`src/rtl/spawn_scheduler.sv`:
```
// Spawn scheduler: requests a random value from the generator, turns it into
// a delay in game ticks, counts it down and then offers a spawn request with
// a lane index over a valid/ready handshake.
module spawn_scheduler #(
  parameter logic [4:0] RANGE     = 5'd10,
  parameter logic [4:0] MIN_DELAY = 5'd1,
  parameter int         LANE_W    = 2
) (
  input  logic              clk,
  input  logic              rst,
  input  logic              enable,
  input  logic              tick,
  input  logic [4:0]        rnd_in,
  output logic              rnd_req,
  output logic [4:0]        rnd_range,
  output logic              spawn_valid,
  input  logic              spawn_ready,
  output logic [LANE_W-1:0] spawn_lane,
  output logic [7:0]        spawn_cnt,
  output logic              busy
);

  typedef enum logic [2:0] {
    IDLE,
    REQ,
    SAMPLE,
    COUNT,
    SPAWN
  } state_t;

  state_t            state;
  state_t            next_state;
  logic [4:0]        delay_cnt;
  logic [LANE_W-1:0] lane_q;
  logic [7:0]        cnt_q;
  logic              tick_en;
  logic              accept;

  assign tick_en = tick & enable;
  assign accept  = (state == SPAWN) & spawn_ready;

  // State register; reset drops any pending spawn immediately.
  always_ff @(posedge clk or posedge rst) begin
    if (rst) begin
      state <= IDLE;
    end else begin
      state <= next_state;
    end
  end

  // Next-state logic; REQ/SAMPLE always run to completion regardless of enable.
  always_comb begin
    next_state = state;
    case (state)
      IDLE:    if (enable) next_state = REQ;
      REQ:     next_state = SAMPLE;
      SAMPLE:  next_state = COUNT;
      COUNT:   if (tick_en && (delay_cnt == 5'd1)) next_state = SPAWN;
      SPAWN:   if (accept) next_state = enable ? REQ : IDLE;
      default: next_state = IDLE;
    endcase
  end

  // Delay counter and lane capture; the load is clamped so the count never underflows.
  always_ff @(posedge clk or posedge rst) begin
    if (rst) begin
      delay_cnt <= 5'd0;
      lane_q    <= '0;
    end else if (state == SAMPLE) begin
      delay_cnt <= (rnd_in < MIN_DELAY) ? MIN_DELAY : rnd_in;
      lane_q    <= rnd_in[LANE_W-1:0];
    end else if ((state == COUNT) && tick_en) begin
      delay_cnt <= delay_cnt - 5'd1;
    end
  end

  // Saturating count of accepted spawns.
  always_ff @(posedge clk or posedge rst) begin
    if (rst) begin
      cnt_q <= 8'd0;
    end else if (accept && (cnt_q != 8'd255)) begin
      cnt_q <= cnt_q + 8'd1;
    end
  end

  assign rnd_req     = (state == REQ);
  assign rnd_range   = RANGE;
  assign spawn_valid = (state == SPAWN);
  assign spawn_lane  = lane_q;
  assign spawn_cnt   = cnt_q;
  assign busy        = (state != IDLE);

endmodule

```
`config.mk`:
```
export PLATFORM = sky130hd
export DESIGN_NAME = spawn_scheduler
export DESIGN_NICKNAME = d
export VERILOG_FILES = /design/src/rtl/spawn_scheduler.sv
export SDC_FILE = /design/constraint.sdc
export NUM_CORES = 1
export LEC_CHECK = 0
export ABC_AREA = 1
export CORE_ASPECT_RATIO = 1.5
export CORE_MARGIN = 2
export CORE_UTILIZATION = 49
export DETAILED_ROUTE_END_ITERATION = 8
export GPL_ROUTABILITY_DRIVEN = 0
export GPL_TIMING_DRIVEN = 0
export PLACE_DENSITY_LB_ADDON = 0.3
export SLEW_MARGIN = 40
export SYNTH_ARGS = -nofsm -noshare
export SYNTH_HDL_FRONTEND = slang
export SYNTH_SLANG_ARGS = --single-unit
```
`constraint.sdc`:
```
create_clock -name clk -period 1.32 [get_ports clk]
set_input_delay 0.264 -clock clk [delete_from_list [all_inputs] [get_ports clk]]
set_output_delay 0.264 -clock clk [all_outputs]
set_load 0.02 [all_outputs]
```
==> impl_results.md <==
- Clk pin slew, worst setup/hold paths: about 0.10 ns
- Crit path launch: state[1]
- Yosys top cell by area: dfrtp_1
- Port bufs: 22
- Num CTS Buffers: 3
- Crit path launch type: register
- Setup TNS: -0.550 ns
- Setup violations, final: 8
- Largest net degree at the start of global routing: 19
- Internal power: roughly 1900 uW
- Placed Area: 1450 sq um
- Avg WL per Cell: approximately 13 um
- DIE AREA: 2850 sq um
- Pins over their slew limit: 0
- Crit-path cells: buf_6 -> nor3_4 -> buf_6
- Share of the synthesized area in the top cell type: 0.378
- Period utilization: 1.13
- # diodes: 0
- Arrival time at the worst endpoint: 1.23 ns
- Synth top area cells: dfrtp_1 (38%), nand2_1 (21%), inv_1 (4.7%)
- PD cells: approximately 2000 nW/um^2
- Antenna-violating nets left: 0
- Family with the most delay on the worst path: flip-flops
- Via-to-Cell Ratio: 5.26
- Starting DRT DRC Count: 28
- Critical Path RT: approximately 1.1 ns
- Hold buffers post-CTS: 0
- Worst Setup End Kind: primary output
- Fillers: about 170
- Sw frac: 0.455
- Clk buf depth: 2
- Final period demand of the worst path: between 1 and 1.5 ns
- P&R area growth vs syn: 43.0%
- Initial Utilization: 0.527
- Clock power share: 0.100
- Seq cells post-synth: 18
- Post-Place Cells: roughly 210
- Number of placement rows: 21
- Highest cell delay on the worst timing path: 0.46 ns
- CP Buf/Inv Count: 2
- Crit-path max FO: 3
- Synth Warn #: 0
- First-pass GRT wire length: 4730 um
- Skew-Pair Late Insertion Delay: approximately 0.29 ns
- Clk root buf: clkbuf_4
- Synth Instances: roughly 170
- Design area: around 1700 sq um
- EDFF count, synth: 0
- Sequential fraction of the synthesis area: 0.378
- Number of global-route vias before repair: 1191
- Worst Skew: about 0.0014 ns
- Top_reg_cell synth: dfrtp_1
- Pre-CTS setup slack: -0.388 ns
- Leak Pwr: about 0.00088 uW
- Final setup margin: -0.169 ns
- RSZ-0062 raised after global routing: yes
- Top-Level Pins: 28
- Finished Core Util: 0.754
- Slew headroom: 0.538
- Hpwl dp: between 1500 and 2000 um
- Layout Cells excl Fill: 233
- CTS H-Tree Depth: 1
- Share of cells above drive strength 1: 0.338
- Switching pwr: between 1500 and 2000 uW
- DRT Pass-1 Iters: 4
- Cell Area, Synth: about 1200 sq um
- Crit Path Category: register to primary output
- Syn avg cell area: 7.18 sq um
- Max Freq: roughly 0.67 GHz
- Gr ovfl total: 0
- Distinct cells, synth: 23
- DRC violations left: 0
- Via count: between 1000 and 1500
- Share of power burned in registers: 0.285
- Worst Max-Slew Pin Slew: 0.692 ns
- Die Y-Extent: around 64 um
- VDD IR-drop max: between 1 and 1.5 mV
- Combinational share of power: 0.614
- Initial antenna violation count: 0
- Final wirelength: 3080 um
- Top cells by count, synth: nand2_1 (68), dfrtp_1 (18), inv_1 (15)
- All-layer global routing usage: 0.218
- Outcome: complete, but fails checks
- Nets: ~220
- Max cap viols: 0
- Failing checks: negative setup slack
- Reg2reg start: state[1]
- Final hold vios: 0
- Die width: around 44 um
- CTS tree: done
- Count leader, synth: nand2_1
- Critical Path Most Common Cell: buf_6
- Area of the core: roughly 2300 sq um
- Clock sinks: 18
- Post-synth ARST share: 1.00
- Worst hold path type: primary input to asynchronous set/reset pin
- Slowest CP cell: dfrtp_2
==> registers in the layout, indices dropped and copies added, names as in the netlist <==
| register | count |
|---|---|
| state | 3 |
| spawn_lane | 2 |
| spawn_cnt | 8 |
| delay_cnt | 5 |
==> kinds of logic (layout without fill, tap and decap cells) <==
family,count (synthesis),after routing,synth area share
buf+inv,23,64,0.0882
fa+ha+maj,3,3,0.0315
simple gates,106,106,0.411
other cells,2,5,0.00630
xor+xnor,4,4,0.0294
flops,18,18,0.378
compound gates,10,10,0.0557
==> metrics by stage <==
step,power (uW),hold WS (ns)
finish,3410,0.372
global placement,2340,0.467
global route,3660,0.435
detailed placement,2390,0.474
floorplan,1940,0.203
CTS,2970,0.405
==> path summary, 6_finish.rpt <==
kind	slack, ns	depth (start not counted)	end
setup / recovery	-0.17	3	rnd_req
setup reg to reg	-0.12	10	delay_cnt[2]
hold / removal	0.37	2	spawn_cnt[4]
min in group clk	0.50	2	spawn_lane[0]
max in group asynchronous	0.47	2	spawn_cnt[6]
hold reg to reg	0.50	2	spawn_lane[0]
==> metal layers <==
metal  wire (um)  GRT usage  vias to the layer above
li1            -          -                      594
met1        1150      0.243                      570
met2        1650      0.392                       44
met3         131     0.0254                       18
met4         139      0.102                        0
met5           0          0                        -
==> repair_timing <==
| action | 4_1_cts | 5_1_grt |
|---|---|---|
| resized for setup | 50 | 26 |
| gates cloned | 0 | 0 |
| endpoints found under the setup margin | 19 | 23 |
| setup buffers | 9 | 6 |
| pin swaps | 3 | 16 |
==> layout make-up <==
cell class                 instances  area, sq um  share of cell area
buffer                             5         37.5              0.0220
clock buffer                       4         36.3              0.0213
inverter                          18         67.6              0.0397
multi-input combinational        128          732               0.430
sequential                        18          459               0.270
tap                               23         28.8              0.0169
timing repair buffer              37          342               0.201
==> power groups by stage <==
| stage | clock [uW] | sequential, uW | combinational (uW) |
|---|---|---|---|
| 4_1_cts | 348 | 951 | 1670 |
| 3_3_place_gp | 0 | 972 | 1360 |
| 5_1_grt | 377 | 996 | 2280 |
| 6_report | 343 | 974 | 2100 |
| 2_1_floorplan | 0 | 1030 | 913 |
| 3_5_place_dp | 0 | 986 | 1400 |
==> cells in the final DEF, fill, tap and decap left out, types with 2 or more instances in the layout <==
cell / count
a21oi_1: 2
a21oi_2: 3
buf_4: 17
buf_6: 6
clkbuf_2: 2
clkbuf_4: 3
clkdlybuf4s15_2: 5
clkdlybuf4s50_1: 9
conb_1: 5
dfrtp_1: 11
dfrtp_2: 7
dlygate4sd2_1: 2
ha_1: 2
inv_1: 13
inv_2: 5
nand2_1: 64
nand2_2: 6
nand2_4: 3
nand3_1: 5
nand3_2: 2
nand3_4: 2
nand3b_1: 5
nor2_1: 11
nor2_2: 2
nor2_4: 4
xor2_1: 4
Power figures use the tool's default switching activity.
